### config.mk
export PLATFORM = sky130hd
export DESIGN_NAME = hs_reg_slice
export DESIGN_NICKNAME = d
export VERILOG_FILES = /design/src/rtl/hs_reg_slice.sv
export SDC_FILE = /design/constraint.sdc
export NUM_CORES = 1
export LEC_CHECK = 0
export BUFFER_PORTS_ARGS = -buffer_cell sky130_fd_sc_hd__buf_2
export CAP_MARGIN = 20
export CORE_AREA = 2 2 85 87
export DETAILED_ROUTE_END_ITERATION = 6
export DIE_AREA = 0 0 87 89
export PLACE_DENSITY_LB_ADDON = 0.08
export REMOVE_ABC_BUFFERS = 1
export SYNTH_ARGS = -nofsm -noshare
export SYNTH_HDL_FRONTEND = slang
export SYNTH_SLANG_ARGS = --single-unit
### constraint.sdc
create_clock -name clk -period 2.85 [get_ports clk]
set_input_delay 0.285 -clock clk [delete_from_list [all_inputs] [get_ports clk]]
set_output_delay 0.285 -clock clk [all_outputs]
set_load 0.02 [all_outputs]
### src/rtl/hs_reg_slice.sv
// Valid/ready register slice: MODE picks pass-through, forward, backward or full (2-entry skid) registering.
// Latency 0 (MODE0/2) or 1 (MODE1/3); ready_up drops only when the slice holds a beat it cannot yet pass on.
module hs_reg_slice #(
  parameter int DATA_W = 32,
  parameter int MODE   = 3
) (
  input  logic              clk,
  input  logic              rst_n,
  input  logic [DATA_W-1:0] data_up,
  input  logic              valid_up,
  output logic              ready_up,
  output logic [DATA_W-1:0] data_down,
  output logic              valid_down,
  input  logic              ready_down,
  output logic [1:0]        occupancy
);

  typedef enum logic [1:0] {
    S_EMPTY = 2'd0,
    S_BUSY  = 2'd1,
    S_FULL  = 2'd2
  } state_e;

  if (MODE == 0) begin : g_pass
    // Both handshake signals are forced low while reset is held.
    assign data_down  = data_up;
    assign valid_down = valid_up & rst_n;
    assign ready_up   = ready_down & rst_n;
    assign occupancy  = 2'd0;

  end else if (MODE == 1) begin : g_fwd
    logic              main_v_q, main_v_d;
    logic [DATA_W-1:0] main_dat_q, main_dat_d;
    logic              in_xfer, out_xfer;

    assign ready_up = rst_n & (~main_v_q | ready_down);
    assign in_xfer  = valid_up & ready_up;
    assign out_xfer = main_v_q & ready_down;

    always_comb begin
      main_v_d   = main_v_q;
      main_dat_d = main_dat_q;
      if (in_xfer) begin
        main_v_d   = 1'b1;
        main_dat_d = data_up;
      end else if (out_xfer) begin
        main_v_d = 1'b0;
      end
    end

    always_ff @(posedge clk or negedge rst_n) begin
      if (!rst_n) begin
        main_v_q   <= 1'b0;
        main_dat_q <= '0;
      end else begin
        main_v_q   <= main_v_d;
        main_dat_q <= main_dat_d;
      end
    end

    assign valid_down = main_v_q;
    assign data_down  = main_dat_q;
    assign occupancy  = {1'b0, main_v_q};

  end else if (MODE == 2) begin : g_bwd
    logic              skid_v_q, skid_v_d;
    logic [DATA_W-1:0] skid_dat_q, skid_dat_d;

    assign ready_up = rst_n & ~skid_v_q;

    // A beat accepted while downstream stalls parks in the skid register.
    always_comb begin
      skid_v_d   = skid_v_q;
      skid_dat_d = skid_dat_q;
      if (ready_down) begin
        skid_v_d = 1'b0;
      end else if (valid_up && ready_up) begin
        skid_v_d   = 1'b1;
        skid_dat_d = data_up;
      end
    end

    always_ff @(posedge clk or negedge rst_n) begin
      if (!rst_n) begin
        skid_v_q   <= 1'b0;
        skid_dat_q <= '0;
      end else begin
        skid_v_q   <= skid_v_d;
        skid_dat_q <= skid_dat_d;
      end
    end

    assign valid_down = rst_n & (valid_up | skid_v_q);
    assign data_down  = skid_v_q ? skid_dat_q : data_up;
    assign occupancy  = {1'b0, skid_v_q};

  end else if (MODE == 3) begin : g_full
    state_e            state_q, state_d;
    logic [DATA_W-1:0] main_dat_q, main_dat_d;
    logic [DATA_W-1:0] skid_dat_q, skid_dat_d;
    logic              main_v, skid_v;
    logic              in_xfer, out_xfer;

    assign main_v   = (state_q != S_EMPTY);
    assign skid_v   = (state_q == S_FULL);
    assign ready_up = rst_n & ~skid_v;
    assign in_xfer  = valid_up & ready_up;
    assign out_xfer = main_v & ready_down;

    always_comb begin
      state_d    = state_q;
      main_dat_d = main_dat_q;
      skid_dat_d = skid_dat_q;
      case (state_q)
        S_EMPTY: begin
          if (in_xfer) begin
            state_d    = S_BUSY;
            main_dat_d = data_up;
          end
        end
        S_BUSY: begin
          if (in_xfer && out_xfer) begin
            main_dat_d = data_up;
          end else if (in_xfer) begin
            state_d    = S_FULL;
            skid_dat_d = data_up;
          end else if (out_xfer) begin
            state_d = S_EMPTY;
          end
        end
        S_FULL: begin
          // ready_up is low here, so only the drain side can move.
          if (out_xfer) begin
            state_d    = S_BUSY;
            main_dat_d = skid_dat_q;
          end
        end
        default: state_d = S_EMPTY;
      endcase
    end

    always_ff @(posedge clk or negedge rst_n) begin
      if (!rst_n) begin
        state_q    <= S_EMPTY;
        main_dat_q <= '0;
        skid_dat_q <= '0;
      end else begin
        state_q    <= state_d;
        main_dat_q <= main_dat_d;
        skid_dat_q <= skid_dat_d;
      end
    end

    assign valid_down = main_v;
    assign data_down  = main_dat_q;
    assign occupancy  = {1'b0, main_v} + {1'b0, skid_v};

  end else begin : g_bad
    $error("hs_reg_slice: unsupported MODE %0d", MODE);
    assign data_down  = '0;
    assign valid_down = 1'b0;
    assign ready_up   = 1'b0;
    assign occupancy  = 2'd0;
  end

endmodule
# [Word level (Yosys, flattened, before mapping)]
# Cells that the tools add are included.
[classes] n_bitwise=5 n_mux=10 shift=0 n_eq_ne=7 order_cmp=0 add_sub_neg=1 multipliers=0 reduce_logical=7 div=0
[ops] operator="32-bit 2-to-1 mux" count=3
[ops] operator="32-bit one-hot mux with 3 select lines" count=1
[ops] operator="2-bit 2-to-1 mux" count=5
[ops] operator="4-bit AND reduction" count=2
[ops] operator="2-bit != test, second input constant" count=3
[ops] operator="2-bit one-hot mux with 3 select lines" count=1
[ops] operator="1-bit bitwise AND" count=3
[ops] operator="3-bit != test, second input constant" count=1
[ops] operator="3-bit AND reduction" count=1
[ops] operator="3-bit nonzero test" count=1
[ops] operator="1-bit by 1-bit adder with 2-bit output" count=1
[ops] operator="2-bit by 1-bit == test with 1-bit output, second input constant" count=1
[ops] operator="2-bit == test, second input constant" count=1
[ops] operator="2-bit zero test" count=1
[ops] operator="2-bit by 1-bit != test with 1-bit output, second input constant" count=1
[ops] operator="1-bit inverter" count=2
[ops] operator="2-bit nonzero test" count=1
[ops] operator="1-bit logical AND" count=1
[word_totals] mem_count=0 reg_bits=66 out_inout_bits=36 wordCells=33 rom_bits=0 ram_bits=0 latchBits=0 inputBits=36

# [Logic depth before layout (Yosys ltp)]
# Gate-level depths: netlist of run 1.
[depth] depth_word=7 ltp_mapped=7 depth_no_buf=5

# [Least setup slack after synthesis of run 1]
# OpenSTA, ideal clock, no wires.
[synth_path] kind="reg2reg" startpoint="register g_full.state_q[0]" endpoint="register g_full.main_dat_q[0], in the netlist data_down[0]" setup_time_ns=0.125 path_buffers=3 slack_ns=0.781 required_time_ns=2.725 arrival_time_ns=1.944 path_stages_with_launch=8 path_cell_list="dfrtp_1 > or2b_1 > buf_2 > buf_1 > ha_1 > o21ai_4 > clkbuf_8 > mux2_2"
[synth_between] elab_chain_cells=7
[synth_lines] item="from (decl)" line="98" rtl="state_e state_q, state_d;"
[synth_lines] item="from (signal assigned)" line="148" rtl="state_q <= state_d;"
[synth_lines] item="2-bit == test" line="105, 114"
[synth_lines] item="1-bit inverter" line="106" rtl="assign ready_up = rst_n & ~skid_v;"
[synth_lines] item="1-bit bitwise AND" line="106"
[synth_lines] item="1-bit bitwise AND" line="107" rtl="assign in_xfer = valid_up & ready_up;"
[synth_lines] item="1-bit logical AND" line="122" rtl="if (in_xfer && out_xfer) begin"
[synth_lines] item="2-bit != test (no line)"
[synth_lines] item="4-bit AND reduction (no line)"
[synth_lines] item="to (signal assigned)" line="149" rtl="main_dat_q <= main_dat_d;"
[synth_lines] item="to (decl)" line="99" rtl="logic [DATA_W-1:0] main_dat_q, main_dat_d;"
# Parallel ways exist; a longest one is shown, timed or not.
# A chain may end at the register's enable or synchronous reset.

# [Final worst setup path of run 1]
[layout_path] startpoint="register g_full.state_q[0]" endpoint="output occupancy[1]"
[layout_between] elab_chain_cells=2
[layout_lines] item="2-bit == test / 2-bit nonzero test (equally long branches)" line="105, 104"
[layout_lines] item="1-bit by 1-bit adder with 2-bit output (*)" line="156" rtl="assign occupancy = {1'b0, main_v} + {1'b0, skid_v};"
[layout_lines] item="to (decl)" line="15" rtl="output logic [1:0] occupancy"
# Mark *: on every way between the ends. The rest lies on a longest branch, timed or not.

==> results of run 1 <==
[cells by family (layout without fill, tap and decap cells)]
family,count (synthesis),count (layout)
and+or+nand+nor,104,104
DFF,66,66
muxes,64,64
buffers and inverters,15,97
AOI/OAI and AO/OA,7,7
adders and majority gates,1,1
xor gates and xnor gates,1,1
[sequential cells by signal, indices dropped and copies added, names as in the netlist]
register	cells
data_down	32
g_full.skid_dat_q	32
g_full.state_q	2
[routing by layer]
metal	vias up	wire length (um)	GRT usage (%)
met2	50	2720	24.7
li1	1005	-	-
met1	997	2710	23.0
met3	7	368	4.62
met5	-	0	0
met4	0	80	6.82
[where the power goes]
part           internal (W)  switching, W
logic              0.000686      0.000735
registers           0.00141      0.000223
clock network      0.000470      0.000326
total               0.00256       0.00128
[layout make-up]
type / instances / area (sq um) / share of cell area (%)
clock buffer: 13 / 169 / 4.67
multi-input combinational: 177 / 1210 / 33.6
tap: 80 / 100 / 2.77
inverter: 2 / 7.51 / 0.208
clock inverter: 2 / 35.0 / 0.970
timing repair buffer: 80 / 435 / 12.0
sequential: 66 / 1650 / 45.7
[per-stage QoR]
stage	setup WS (ns)	instance area, sq um	cells	power (W)
5_1_grt	0.409	3610	420	0.00412
6_report	0.562	3610	420	0.00385
3_5_place_dp	0.765	3410	405	0.00310
4_1_cts	0.503	3610	420	0.00391
2_1_floorplan	0.399	2870	245	0.00260
3_3_place_gp	0.835	3410	405	0.00306
[placed cells by master (no fill, tap or decap)]
cell type  netlist  final
nor2_1           1      1
ha_1             1      1
o21ai_0          1      1
and2_1           1      1
clkbuf_8         3     12
o21a_1           1      1
dfrtp_1         66     66
nand4_1          1      1
and2b_1          1      1
or2b_1           1      1
o22ai_1          1      1
bufinv_16        0      1
buf_12           0      1
buf_2            4     71
clkbuf_1         2      1
clkinv_2         0      1
o21bai_1         1      1
xor2_1           1      1
o21ai_4          1      1
nand2_1         97     97
inv_1            2      2
nor3b_4          0      1
or2_1            1      1
a21oi_1          2      2
mux2_1           1      1
buf_4            3      8
mux2_2          63     63
[path summary, 6_finish.rpt]
| path | startpoint | to | slack, ns | cells after the start |
|---|---|---|---|---|
| worst max register to register | g_full.state_q[0] | data_down[27] | 0.76 | 5 |
| min in group clk | data_up[22] | g_full.skid_dat_q[22] | 0.20 | 2 |
| worst min register to register | data_down[29] | data_down[29] | 0.49 | 1 |
| worst min-delay path | rst_n | data_down[17] | 0.03 | 2 |
| max in group asynchronous | rst_n | g_full.skid_dat_q[28] | 2.49 | 2 |
| worst max-delay path | g_full.state_q[0] | occupancy[1] | 0.56 | 4 |
==> flow_summary.json, run 1 <==
{
  "status": "completed",
  "wl_per_cell_um": 14.0,
  "grt_use_total_pct": 16.6,
  "maxCapViolations": 0,
  "tightestPinTransition_ns": 0.477,
  "yosys.area_share.simple_pct": 14.0,
  "overflow": 0,
  "post-route-util_pct": 53.8,
  "powerDensity_mw_per_mm2": 1060,
  "synth.most_common_cell": "nand2_1",
  "synth_area_sq_mm": 0.00296,
  "dr.pass1.iters": 4,
  "grt_antenna_before_repair": 0,
  "worst-setup-path-type": "flip-flop to output port",
  "cp_slowest_cell": "inv_1",
  "synth-xor-area-share_pct": 0.296,
  "syn2layout_area_growth_pct": 22.0,
  "synth_compound_gate_area_share_pct": 1.77,
  "via_per_inst": 4.90,
  "numPortBuffers": 71,
  "rows": 30,
  "totalWireLength_mm": 5.88,
  "synth_top_area_cell": "dfrtp_1",
  "async_flop_share_pct": 100,
  "crit_family": "buffers and inverters",
  "post-route-period-util_pct": 80.3,
  "skew_ns": 0.00725,
  "vias": 2059,
  "clock.fmax_ghz": 0.437,
  "die_y_um": 89,
  "grt_pass1_wl_mm": 9.73,
  "initial_core_util_pct": 44.1,
  "path_buf_inv": 3,
  "die_w_um": 87,
  "drc_errors": 0,
  "ys_seq_area_share_pct": 55.7,
  "start_kind": "flip-flop",
  "synth_edf_count": 0,
  "tns_ns": 0,
  "crit_chain": "or2b_1, inv_1, buf_12, buf_2",
  "grt_pass1_vias": 1975,
  "cts_buffers": 9,
  "clock_latency_ns": 0.33,
  "synthTopCellsByCount": "nand2_1 (97), dfrtp_1 (66), mux2_2 (63)",
  "final_hold_viol_count": 0,
  "htree_levels": 3,
  "clkTransAtPathRegs_ns": 0.07,
  "slew_viol_final": 0,
  "synth_warnings": 0,
  "rsz0062_at_grt": "no",
  "root_buffer": "clkbuf_8",
  "end_kind": "output port",
  "cts.repair.resized": 0,
  "layout.nets": 373,
  "finalSetupViolations": 0,
  "relSlewSlack_pct": 68.1,
  "die-area_sq_mm": 0.00774,
  "synthTopCellsByArea": "dfrtp_1 (56%), mux2_2 (24%), nand2_1 (12%)",
  "drive_gt1_share_pct": 46.8,
  "critPathMaxStageDelay_ns": 0.44,
  "cts_num_sinks": 66,
  "synth_top_family_by_area": "multiplexers",
  "crit_fanout": 22,
  "cts_max_path_buffers": 2,
  "holdBufCountCts": 0,
  "synth.distinct_cells": 25,
  "io-pin-count": 72,
  "worstPathRequired_ns": 2.57,
  "ys_ff_latch": 66,
  "cts_tree": "built",
  "ir_drop_v": 0.000472,
  "arrival_ns": 2.00,
  "hold-worst-slack_ns": 0.0305,
  "synthMuxAreaShare_pct": 24.3,
  "n_fill_cell": 591,
  "core_sq_mm": 0.00672,
  "hold_class": "input pin to async pin",
  "antennaDiodeCount": 0,
  "leakage_nw": 1.80,
  "period_needed_ns": 2.29,
  "cts_setup_buffers": 0,
  "grt_start_max_net_pins": 35,
  "place.gp.congestion": 0.781,
  "drtAntennaViolNets": 0,
  "synth-main-ff-cell": "dfrtp_1",
  "syn_area_per_cell_sq_um": 11.5,
  "dp_hpwl_mm": 4.00,
  "synth_adder_area_share_pct": 0.422,
  "drt_iter0_drc": 84,
  "syn_inst": 258,
  "synth_top_area_share_pct": 55.7
}
(Power assumes the default switching activity.)
==> run 2: changes to the inputs <==
Settings changed: ABC_AREA from default to 1.
Clock period 2.85 ns to 2.3 ns, I/O delays scaled along.
==> run 2 against run 1 <==
Compared with the run above:
- clock-buffer cell count down 4
- routed wire length increased by 12%
- die area unchanged
- flip-flop and latch count unchanged
- synthesized cell count is 45% higher
- cell count is 25% higher
- design area shrank 0.24%
- total power increased by 28%
- critical path type is now flip-flop to flip-flop
- critical endpoint is now data_down[29]
- largest cell class unchanged
==> flow_summary.json, run 2 <==
{
  "ir_drop_v": 0.000611,
  "leakage_nw": 1.97,
  "rsz0062_at_grt": "no",
  "synth_top_area_cell": "dfrtp_1",
  "synth_top_family_by_area": "simple AND/OR/NAND/NOR gates",
  "drive_gt1_share_pct": 22.3,
  "timing.rr.end": "data_down[29]",
  "io-pin-count": 72,
  "grt_pass1_vias": 2435,
  "clkTransAtPathRegs_ns": 0.07,
  "n_fill_cell": 676,
  "dr.pass1.iters": 4,
  "cts_num_sinks": 66,
  "final_common_cell": "nand2_1",
  "cts_tree": "built",
  "totalWireLength_mm": 6.60,
  "multi_input_area_sq_mm": 0.00110,
  "synth_edf_count": 0,
  "hold_class": "input pin to flip-flop",
  "grt_use_total_pct": 18.7,
  "synth-xor-area-share_pct": 0,
  "synth_top_area_share_pct": 54.6,
  "start_kind": "flip-flop",
  "finalSetupViolations": 0,
  "combPwrFrac_pct": 41.5,
  "grt_pass1_wl_mm": 11.2,
  "relSlewSlack_pct": 48.1,
  "slew_viol_final": 0,
  "synthTopCellsByCount": "nand2_1 (131), dfrtp_1 (66), o21ai_0 (61)",
  "clock.fmax_ghz": 0.489,
  "crit_fanout": 32,
  "synth-main-ff-cell": "dfrtp_1",
  "final_hold_viol_count": 0,
  "drtAntennaViolNets": 0,
  "synth_adder_area_share_pct": 0.414,
  "tns_ns": 0,
  "ys_ff_latch": 66,
  "antennaDiodeCount": 0,
  "status": "completed",
  "dp_slack_ns": 0.232,
  "swShare_pct": 41.8,
  "drc_errors": 0,
  "synthTopCellsByArea": "dfrtp_1 (55%), nand2_1 (16%), o21ai_0 (10%)",
  "drt_iter0_drc": 116,
  "syn_inst": 373,
  "post-route-period-util_pct": 89.0,
  "powerDensity_mw_per_mm2": 1370,
  "p_sw_w": 0.00206,
  "root_buffer": "clkbuf_8",
  "reg2reg_from": "g_full.state_q[1]",
  "hold-path-endpoint": "g_full.skid_dat_q[16]",
  "vias": 2579,
  "end_kind": "flip-flop",
  "r2r_slack_ns": 0.25,
  "syn2layout_area_growth_pct": 19.2,
  "htree_levels": 3,
  "synth_area_sq_mm": 0.00302,
  "tightestPinTransition_ns": 0.779,
  "period_needed_ns": 2.05,
  "initial_core_util_pct": 45.0,
  "place.gp.congestion": 0.743,
  "cts_max_path_buffers": 2,
  "die-area_sq_mm": 0.00774,
  "cts_buffers": 9,
  "wl_per_cell_um": 12.6,
  "seqCellArea_sq_mm": 0.00165,
  "numPortBuffers": 71,
  "synth.distinct_cells": 20,
  "worstPathRequired_ns": 2.53,
  "die_w_um": 87,
  "synth.most_common_cell": "nand2_1",
  "post-route-util_pct": 53.6,
  "ys_seq_area_share_pct": 54.6,
  "worst-setup-path-type": "flip-flop to flip-flop",
  "syn_area_per_cell_sq_um": 8.10,
  "yosys.area_share.simple_pct": 24.0,
  "async_flop_share_pct": 100,
  "maxCapViolations": 0,
  "synth_warnings": 0,
  "setup_slack_ns": 0.253,
  "whs_path_depth": 3,
  "skew_ns": 0.00627,
  "die_y_um": 89,
  "overflow": 0,
  "arrival_ns": 2.27,
  "clkPwrFrac_pct": 18.9,
  "grt_antenna_before_repair": 0,
  "synthMuxAreaShare_pct": 0,
  "rows": 30,
  "dp_hpwl_mm": 3.92,
  "via_per_inst": 4.92,
  "synth_compound_gate_area_share_pct": 11.8,
  "p_int_w": 0.00287,
  "layout_common_cells": "nand2_1 (131), buf_2 (70), dfrtp_1 (66)",
  "layout.nets": 477,
  "rr_worst_depth": 9,
  "core_sq_mm": 0.00672,
  "min_from": "data_up[16]",
  "grt_start_max_net_pins": 67,
  "p_seq_share_pct": 39.7,
  "hold-worst-slack_ns": 0.105,
  "clock_latency_ns": 0.34
}
run 2: changes by cell type in the layout (fill, tap and decap cells not counted), moves of 3 or more:
cell      previous run  this run
nand2_1             97       131
clkbuf_8            12         9
o21ai_0              1        61
nor2_1               1         6
mux2_2              63         0
clkinv_2             1         4
nand3_1              0        33
inv_1                2        40
o21ai_1              0         4
run 2: kinds of logic (layout without fill, tap and decap cells):
family	after synthesis	count (layout)
simple gates	175	175
compound gates	68	68
flops	66	66
buf+inv	63	134
fa+ha+maj	1	1
run 2: critical path, cell delays in order, from the launching register on:
cell and delay, ns:
dfrtp_1 0.42, nor2_1 0.25, inv_1 0.10, ha_1 0.19
inv_1 0.07, o21ai_0 0.14, o21ai_4 0.10, nand2_2 0.41
nand2_1 0.19, nand2_1 0.06
run 2: layout make-up:
type | count | area share, %
repair buffers | 78 | 11.5
well taps | 80 | 2.78
inverters | 41 | 4.27
clock buffers | 9 | 3.44
clock inverters | 6 | 1.63
multi-input cells | 244 | 30.6
flip-flops and latches | 66 | 45.8
run 2: what timing repair did:
action / 4_1_cts / 5_1_grt
buffers inserted: 0 / 0
hold buffers: 1 / 0
gates resized for setup: 0 / 0
hold endpoints to repair: 4 / 0
run 2: how the worst max path moves through the flow:
stage	startpoint	to	slack [ns]	depth (start not counted)
2_1_floorplan	g_full.state_q[0]	data_down[0]	-0.23	9
3_3_place_gp	g_full.state_q[1]	data_down[10]	0.33	9
3_5_place_dp	g_full.state_q[1]	data_down[29]	0.23	9
4_1_cts	g_full.state_q[1]	data_down[29]	0.23	9
5_1_grt	g_full.state_q[1]	data_down[19]	0.05	9
6_report	g_full.state_q[1]	data_down[29]	0.25	9
run 2: power groups by stage:
stage	Sequential [W]	Combinational, W	Clock [W]
floorplan	0.00229	0.00101	0
global placement	0.00197	0.00203	0
detailed placement	0.00198	0.00207	0
CTS	0.00196	0.00208	0.000957
global route	0.00202	0.00232	0.000998
finish	0.00196	0.00204	0.000930
run 2: through the flow:
stage	std cells	total power (W)	instance area (sq um)
finish	524	0.00493	3600
CTS	524	0.00500	3600
global placement	508	0.00400	3410
floorplan	351	0.00330	2900
global route	524	0.00534	3600
detailed placement	508	0.00404	3410
run 2: per-layer routing:
layer  routed length, um  track usage [%]  up-vias
met5                   0                0        -
met4                 144             8.95        0
met3                 328             4.16       13
met2                3030             29.3       60
met1                3100             25.0     1204
li1                    -                -     1302
==> run 3: changes to the inputs <==
Settings changed: GPL_TIMING_DRIVEN from default to 0.
==> run 3 against run 2 <==
Compared with the run above:
- clock power grew 9%
- sequential power is essentially flat
- die area stayed put
- highest routed layer unchanged
- non-clock buffer count rose by 1
- largest power group unchanged
==> flow_summary.json, run 3 (synthesis gave the netlist of run 2 again) <==
{
  "clock_latency_ns": 0.33,
  "cts_tree": "built",
  "tightestPinTransition_ns": 0.892,
  "hold_class": "input pin to flip-flop",
  "totalWireLength_mm": 7.08,
  "grt_start_max_net_pins": 37,
  "post-route-period-util_pct": 89.9,
  "maxCapViolations": 0,
  "clock.fmax_ghz": 0.484,
  "overflow": 0,
  "rows": 30,
  "antennaDiodeCount": 0,
  "final_hold_viol_count": 0,
  "grt_pass1_vias": 2370,
  "powerDensity_mw_per_mm2": 1380,
  "arrival_ns": 2.29,
  "numPortBuffers": 71,
  "final_common_cell": "nand2_1",
  "die-area_sq_mm": 0.00774,
  "leakage_nw": 2.02,
  "slew_viol_final": 0,
  "cts_max_path_buffers": 2,
  "start_kind": "flip-flop",
  "grt_pass1_wl_mm": 11.4,
  "dp_slack_ns": -1.24,
  "crit_fanout": 35,
  "end_kind": "flip-flop",
  "layout.nets": 480,
  "busiest_layer": "met2",
  "relSlewSlack_pct": 40.5,
  "root_buffer": "clkbuf_8",
  "htree_levels": 3,
  "dp_cells": 505,
  "status": "completed",
  "layout_common_cells": "nand2_1 (131), buf_2 (70), dfrtp_1 (65)",
  "use_met1_pct": 25.3,
  "dp_hpwl_mm": 3.95,
  "initial_core_util_pct": 45.0,
  "rsz0062_at_grt": "no",
  "die_y_um": 89,
  "clkTransAtPathRegs_ns": 0.07,
  "use_met2_pct": 31.3,
  "period_needed_ns": 2.07,
  "setup_slack_ns": 0.232,
  "finalSetupViolations": 0,
  "dr.pass1.iters": 5,
  "instances_no_fill": 527,
  "via_per_inst": 4.96,
  "worst-setup-path-type": "flip-flop to flip-flop",
  "drc_errors": 0,
  "drtAntennaViolNets": 0,
  "grt_use_total_pct": 19.3,
  "drt_iter0_drc": 116,
  "core_sq_mm": 0.00672,
  "grt_antenna_before_repair": 0,
  "cts_buffers": 9,
  "n_fill_cell": 643,
  "syn2layout_area_growth_pct": 24.2,
  "place.gp.congestion": 0.711,
  "cts_num_sinks": 66,
  "ir_drop_v": 0.000537,
  "drive_gt1_share_pct": 23.0,
  "skew_ns": 0.00519,
  "vias": 2615,
  "io-pin-count": 72,
  "worstPathRequired_ns": 2.52,
  "grt_use_met3_pct": 4.71,
  "wl_per_cell_um": 13.4,
  "die_w_um": 87
}
[run 3: metrics by stage]
stage	area, sq um	hold slack, ns	utilization, %	power, W	setup TNS [ns]
detailed placement	3440	0.228	51.2	0.00410	-45.52
global route	3750	0.114	55.9	0.00562	0
global placement	3360	0.448	50.0	0.00395	-89.72
finish	3750	0.116	55.9	0.00520	0
CTS	3720	0.103	55.3	0.00519	0
floorplan	2900	-0.0656	-	0.00330	-7.44
[run 3: critical path, cell delays in order (launching register included)]
cell and delay (ns):
dfrtp_1 0.43, inv_2 0.18, nand2_8 0.18, ha_1 0.27, inv_1 0.07, o21ai_0 0.13
o21ai_4 0.12, buf_16 0.20, nand2_8 0.17, nand2_1 0.12, nand2_1 0.05
[run 3: routing by layer]
| layer | share of wire, % | vias up |
|---|---|---|
| met2 | 46 | 81 |
| met5 | 0 | - |
| met3 | 5.4 | 6 |
| met4 | 0.85 | 0 |
| li1 | - | 1315 |
| met1 | 48 | 1213 |
[run 3: layout make-up]
type                            count  area, sq um  area share (%)
Multi-Input combinational cell    246         1160            30.9
Clock inverter                      2         35.0           0.933
Clock buffer                       13          169            4.50
Tap cell                           80          100            2.67
Sequential cell                    66         1650            44.0
Timing Repair Buffer               79          485            12.9
Inverter                           41          154            4.10
[run 3: worst paths after layout]
check                                       start               endpoint  slack, ns  cells past startpoint
worst min-delay path                  data_up[30]  g_full.skid_dat_q[30]       0.12                      3
worst max register to register  g_full.state_q[0]          data_down[31]       0.23                     10
min in group asynchronous                   rst_n          data_down[23]       0.45                      3
max in group asynchronous                   rst_n      g_full.state_q[1]       1.64                      3
worst max-delay path            g_full.state_q[0]          data_down[31]       0.23                     10
worst min register to register      data_down[18]          data_down[18]       0.46                      2
[run 3: what timing repair did]
action / in CTS / in global routing
endpoints found under the hold margin: 32 / 0
endpoints found under the setup margin: 66 / 32
hold buffers: 2 / 0
buffers inserted: 0 / 3
gates cloned: 2 / 0
gates resized for setup: 5 / 2
pin swaps: 2 / 1
[run 3: power breakdown]
part           internal (W)  switching, W  total (W)
Sequential          0.00173      0.000218    0.00195
Combinational      0.000751       0.00148    0.00224
Clock              0.000583      0.000425    0.00101
